===== config.mk =====
export PLATFORM = sky130hd
export DESIGN_NAME = text_line_writer
export DESIGN_NICKNAME = d
export VERILOG_FILES = /design/src/rtl/text_line_writer.sv
export SDC_FILE = /design/constraint.sdc
export NUM_CORES = 1
export LEC_CHECK = 0
export BUFFER_PORTS_ARGS = -buffer_cell sky130_fd_sc_hd__buf_2
export CAP_MARGIN = 25
export CELL_PAD_IN_SITES_DETAIL_PLACEMENT = 1
export CELL_PAD_IN_SITES_GLOBAL_PLACEMENT = 1
export CORE_MARGIN = 3
export CORE_UTILIZATION = 56
export CTS_BUF_LIST = sky130_fd_sc_hd__clkbuf_4 sky130_fd_sc_hd__clkbuf_8 sky130_fd_sc_hd__clkbuf_16
export CTS_CLUSTER_DIAMETER = 80
export DETAILED_ROUTE_END_ITERATION = 8
export GPL_ROUTABILITY_DRIVEN = 0
export GPL_TIMING_DRIVEN = 0
export PLACE_DENSITY_LB_ADDON = 0.05
export SYNTH_ARGS = -nofsm -noshare
export SYNTH_HDL_FRONTEND = slang
export SYNTH_SLANG_ARGS = --single-unit

===== constraint.sdc =====
create_clock -name clk -period 5.5 [get_ports clk]
set_input_delay 1.1 -clock clk [delete_from_list [all_inputs] [get_ports clk]]
set_output_delay 1.1 -clock clk [all_outputs]
set_load 0.02 [all_outputs]

===== src/rtl/text_line_writer.sv =====
// text_line_writer: one-line character buffer written by a small command stream
//   (PUT / CLEAR / SETCUR / BKSP) and read back by a renderer through a registered port.
// Latency: commands take effect on the accepting edge; char_code is 1 cycle after char_xy.
// Backpressure: cmd_ready is low for the LINE_LEN-cycle clear sweep (after reset or CLEAR).
// Ports:
//   clk, rst         - single rising-edge clock, asynchronous active-low reset
//   cmd_valid/ready  - command handshake; cmd_op, cmd_data sampled only on acceptance
//   char_xy          - renderer read address (column in low CW bits, upper bits must be 0)
//   char_code        - registered character at char_xy
//   cursor           - current write column
//   busy             - high during the clear sweep
//   wrapped          - one-cycle pulse after a PUT that wraps the cursor to 0
module text_line_writer #(
  parameter int         LINE_LEN  = 16,
  parameter logic [6:0] FILL_CHAR = 7'h20,
  localparam int        CW        = $clog2(LINE_LEN)
) (
  input  logic          clk,
  input  logic          rst,
  input  logic          cmd_valid,
  output logic          cmd_ready,
  input  logic [1:0]    cmd_op,
  input  logic [6:0]    cmd_data,
  input  logic [7:0]    char_xy,
  output logic [6:0]    char_code,
  output logic [CW-1:0] cursor,
  output logic          busy,
  output logic          wrapped
);

  localparam logic [0:0] ST_CLEAR = 1'b0;
  localparam logic [0:0] ST_IDLE  = 1'b1;

  localparam logic [1:0] OP_PUT    = 2'b00;
  localparam logic [1:0] OP_CLEAR  = 2'b01;
  localparam logic [1:0] OP_SETCUR = 2'b10;
  localparam logic [1:0] OP_BKSP   = 2'b11;

  localparam logic [CW-1:0] LAST_COL = CW'(LINE_LEN - 1);
  localparam logic [7:0]    LEN8     = 8'(LINE_LEN);

  logic [0:0]    r_state;
  logic [CW-1:0] r_clr_idx;
  logic [CW-1:0] r_cursor;
  logic          r_wrapped;
  logic [6:0]    r_char_code;
  logic [6:0]    r_buf [LINE_LEN];

  logic          w_accept;
  logic          w_we;
  logic [CW-1:0] w_waddr;
  logic [6:0]    w_wdata;
  logic [CW-1:0] w_rd_col;
  logic          w_rd_out_of_line;
  logic          w_setcur_in_range;

  assign cmd_ready = (r_state == ST_IDLE);
  assign busy      = (r_state == ST_CLEAR);
  assign w_accept  = cmd_valid && cmd_ready;

  assign cursor    = r_cursor;
  assign wrapped   = r_wrapped;
  assign char_code = r_char_code;

  assign w_rd_col          = char_xy[CW-1:0];
  assign w_rd_out_of_line  = ((char_xy >> CW) != 8'd0);
  assign w_setcur_in_range = ({1'b0, cmd_data} < LEN8);

  // Single write port shared by the clear sweep and the command path.
  always_comb begin
    w_we    = 1'b0;
    w_waddr = r_clr_idx;
    w_wdata = FILL_CHAR;
    if (r_state == ST_CLEAR) begin
      w_we = 1'b1;
    end else if (w_accept) begin
      case (cmd_op)
        OP_PUT: begin
          w_we    = 1'b1;
          w_waddr = r_cursor;
          w_wdata = cmd_data;
        end
        OP_BKSP: begin
          w_we    = (r_cursor != '0);
          w_waddr = r_cursor - 1'b1;
        end
        default: ;
      endcase
    end
  end

  // Buffer storage is deliberately not reset; the post-reset sweep initialises it.
  always_ff @(posedge clk) begin
    if (w_we) begin
      r_buf[w_waddr] <= w_wdata;
    end
  end

  always_ff @(posedge clk or negedge rst) begin
    if (!rst) begin
      r_state     <= ST_CLEAR;
      r_clr_idx   <= '0;
      r_cursor    <= '0;
      r_wrapped   <= 1'b0;
      r_char_code <= 7'h00;
    end else begin
      r_wrapped <= 1'b0;

      // Nonblocking read of r_buf gives read-before-write on a same-column collision.
      if (w_rd_out_of_line || (r_state == ST_CLEAR)) begin
        r_char_code <= FILL_CHAR;
      end else begin
        r_char_code <= r_buf[w_rd_col];
      end

      if (r_state == ST_CLEAR) begin
        r_clr_idx <= r_clr_idx + 1'b1;
        if (r_clr_idx == LAST_COL) begin
          r_state <= ST_IDLE;
        end
      end else if (w_accept) begin
        case (cmd_op)
          OP_PUT: begin
            r_cursor <= r_cursor + 1'b1;
            if (r_cursor == LAST_COL) begin
              r_wrapped <= 1'b1;
            end
          end
          OP_CLEAR: begin
            r_cursor  <= '0;
            r_clr_idx <= '0;
            r_state   <= ST_CLEAR;
          end
          OP_SETCUR: begin
            r_cursor <= w_setcur_in_range ? cmd_data[CW-1:0] : LAST_COL;
          end
          OP_BKSP: begin
            if (r_cursor != '0) begin
              r_cursor <= r_cursor - 1'b1;
            end
          end
          default: ;
        endcase
      end
    end
  end

endmodule


==> results.sh <==
export IMPL_status="complete, no violations"
export IMPL_path_class="in2reg"
export IMPL_grt_max_degree=18
export IMPL_place_ws_ps=1670
export IMPL_die_w_um=105
export IMPL_muxShareOfSynthArea=0.133
export IMPL_cts_tree="done"
export IMPL_antenna_left=0
export IMPL_start_util=0.584
export IMPL_power_leakage_nw=2.22
export IMPL_vdd_drop_max_mv=0.272
export IMPL_use_met2=0.436
export IMPL_core_area_mm2=0.00942
export IMPL_die_area_mm2=0.0111
export IMPL_cts_sinks=129
export IMPL_synth_distinct_cells=46
export IMPL_viasPerCell=6.20
export IMPL_rsz0062_at_grt="no"
export IMPL_clk_latency_ps=510
export IMPL_cp_end_kind="flip-flop"
export IMPL_async_flop_share=0.132
export IMPL_hold_violations=0
export IMPL_tightestPinTransition_ps=857
export IMPL_hold_path_class="in2async"
export IMPL_grt_pass1_wl_um=20800
export IMPL_crit_path_top_delay_cell="nor2_1"
export IMPL_grt_pass1_vias=3440
export IMPL_syn_area_mm2=0.00550
export IMPL_timing_critical_path_cells="buf_2 > inv_1 > ha_1 > clkbuf_1 > inv_1 > clkbuf_1 > o21ai_0 > a41oi_1 > nor2_1"
export IMPL_synth_edf_count=112
export IMPL_row_count=35
export IMPL_drt_wirelength_per_cell_um=25.5
export IMPL_yosysWarningCount=0
export IMPL_synth_xor_area_frac=0.00318
export IMPL_hold_ws_ps=553
export IMPL_setup_ws_ps=2150
export IMPL_die_h_um=105
export IMPL_synth_ff_type="edfxtp_1"
export IMPL_min_period_ps=3350
export IMPL_io_buffers=30
export IMPL_ctsResizeCount=0
export IMPL_syn_instance_count=323
export IMPL_postCtsSetupRepairBufs=0
export IMPL_use_met3=0.0710
export IMPL_p_per_area_mw_per_mm2=466
export IMPL_overflow=0
export IMPL_syn_area_per_cell_um2=17.0
export IMPL_finalMaxSlewViolations=0
export IMPL_final_nets=400
export IMPL_crit_path_max_incr_delay_ps=750
export IMPL_startpoint_type="primary input"
export IMPL_timing_slew_headroom=0.427
export IMPL_syn_num_nets=351
export IMPL_worstPathMaxFanout=10
export IMPL_num_vias=3188
export IMPL_cts_reportedPaths_clkPinSlew_ps=70
export IMPL_finalSetupViolCount=0
export IMPL_cts_buffers=17
export IMPL_drive_gt1_frac=0.242
export IMPL_synth_top_family_by_area="multiplexers"
export IMPL_p_sw_frac=0.298
export IMPL_route_detailed_drc=0
export IMPL_intPower_mw=2.09
export IMPL_root_buffer="clkbuf_8"
export IMPL_ctsLongestPathBuffers=2
export IMPL_dpl_hpwl_um=8500
export IMPL_antenna_found_initial=0
export IMPL_io_pins=34
export IMPL_tns_ps=0
export IMPL_final_cell_mix="112 x edfxtp_1, 33 x buf_2, 24 x nor2_1, 24 x mux4_2, 17 x dfrtp_1"
export IMPL_seq_power_share=0.440
export IMPL_groute_usage_overall=0.261
export IMPL_final_common_cell="edfxtp_1"
export IMPL_p_comb_frac=0.189
export IMPL_synth_seq_cells=129
export IMPL_synth_fa_ha_area_frac=0.0182
export IMPL_ctsHoldBuffers=0
export IMPL_synthSimpleGateAreaFrac=0.0662
export IMPL_min_period_over_period=0.609
export IMPL_clockPowerShare=0.372
export IMPL_grt_busiest_layer="met2"
export IMPL_fin_skew_ps=12.7
export IMPL_drt_iter0_drc=241
export IMPL_drt_pass1_iter_count=5
export IMPL_max_cap_violations=0
export IMPL_wirelength_um=13100
export IMPL_grtUsageMet1=0.334
export IMPL_synth_compound_area_frac=0.0675
export IMPL_ys_seq_area_frac=0.688
export IMPL_max_freq_mhz=299
export IMPL_crit_arrival_ps=3480
export IMPL_antenna_cells=0
export IMPL_htreeDepth=4
export IMPL_p_switching_uw=887
export IMPL_syn2layout_area_growth_pct=16.2
export IMPL_crit_required_ps=5630
## critical path: cells and delay by family
kind | cells | cell delay, ps
buffers and inverters | 5 | 850
adders and majority gates | 1 | 150
and+or+nand+nor | 1 | 750
AOI/OAI and AO/OA | 2 | 620
## worst paths after layout
path / start / to / slack (ps) / cells after the start
min in group clk: r_clr_idx[0] / r_clr_idx[0] / 620 / 1
worst min-delay path: rst / char_code[1] / 550 / 1
worst max register to register: cursor[0] / r_buf[12][3] / 2610 / 6
worst min register to register: r_clr_idx[0] / r_clr_idx[0] / 620 / 1
worst max-delay path: cmd_op[0] / r_buf[12][3] / 2150 / 9
max in group asynchronous: rst / cmd_ready / 4600 / 1
## logic make-up (layout without fill, tap and decap cells)
kind of cell / count (synthesis) / in the layout
buffers and inverters: 27 / 89
AND/OR/NAND/NOR: 69 / 69
multiplexers: 35 / 35
AO/OA/AOI/OAI: 53 / 53
flip-flops: 129 / 129
XOR/XNOR: 2 / 2
adder cells (fa/ha/maj): 8 / 8
## sequential cells by signal (all words and copies together) (netlist names)
register	cells
wrapped	1
char_code	7
cmd_ready	1
r_buf	112
cursor	4
r_clr_idx	4
## synthesized netlist by cell type (all sizes together), types with 4 or more instances
library cell	instances	area share
nand2	6	0.0041
mux2i	6	0.011
inv	9	0.0061
nor2	24	0.016
a41oi	4	0.0064
ha	8	0.018
a21oi	8	0.0073
a211oi	13	0.018
edfxtp	112	0.61
mux4	29	0.12
and2	7	0.0080
clkbuf	11	0.0075
a31oi	5	0.0057
buf	7	0.0098
nor2b	8	0.0091
nor3b	5	0.0068
nor3	4	0.0036
o21ai	7	0.0064
dfrtp	17	0.077
nand3	4	0.0036
## through the flow
stage	std cells	util	cell area, um^2	power [mW]
2_1_floorplan	323	-	5500	1.69
3_3_place_gp	482	0.618	5810	1.84
3_5_place_dp	482	0.618	5810	1.88
4_1_cts	514	0.679	6400	2.99
5_1_grt	514	0.679	6400	3.12
6_report	514	0.679	6400	2.98
## power groups by stage
stage / Clock (mW) / Combinational, mW / Sequential (mW)
global route: 1.17 / 0.627 / 1.33
finish: 1.11 / 0.563 / 1.31
floorplan: 0 / 0.368 / 1.32
detailed placement: 0 / 0.554 / 1.33
global placement: 0 / 0.532 / 1.31
CTS: 1.11 / 0.568 / 1.31
## cell type report
type	instances	area, um^2
flip-flops and latches	129	3790
fillers	819	3020
multi-input cells	167	1590
clock buffers	19	429
well taps	129	161
clock inverters	13	153
repair buffers	30	150
plain buffers	18	95.1
inverters	9	33.8
## per-layer routing
| layer | wire (um) | vias up |
|---|---|---|
| met1 | 5390 | 1634 |
| met2 | 6740 | 133 |
| met5 | 0 | - |
| met3 | 805 | 17 |
| li1 | - | 1404 |
| met4 | 187 | 0 |
Power figures use the tool's default switching activity.
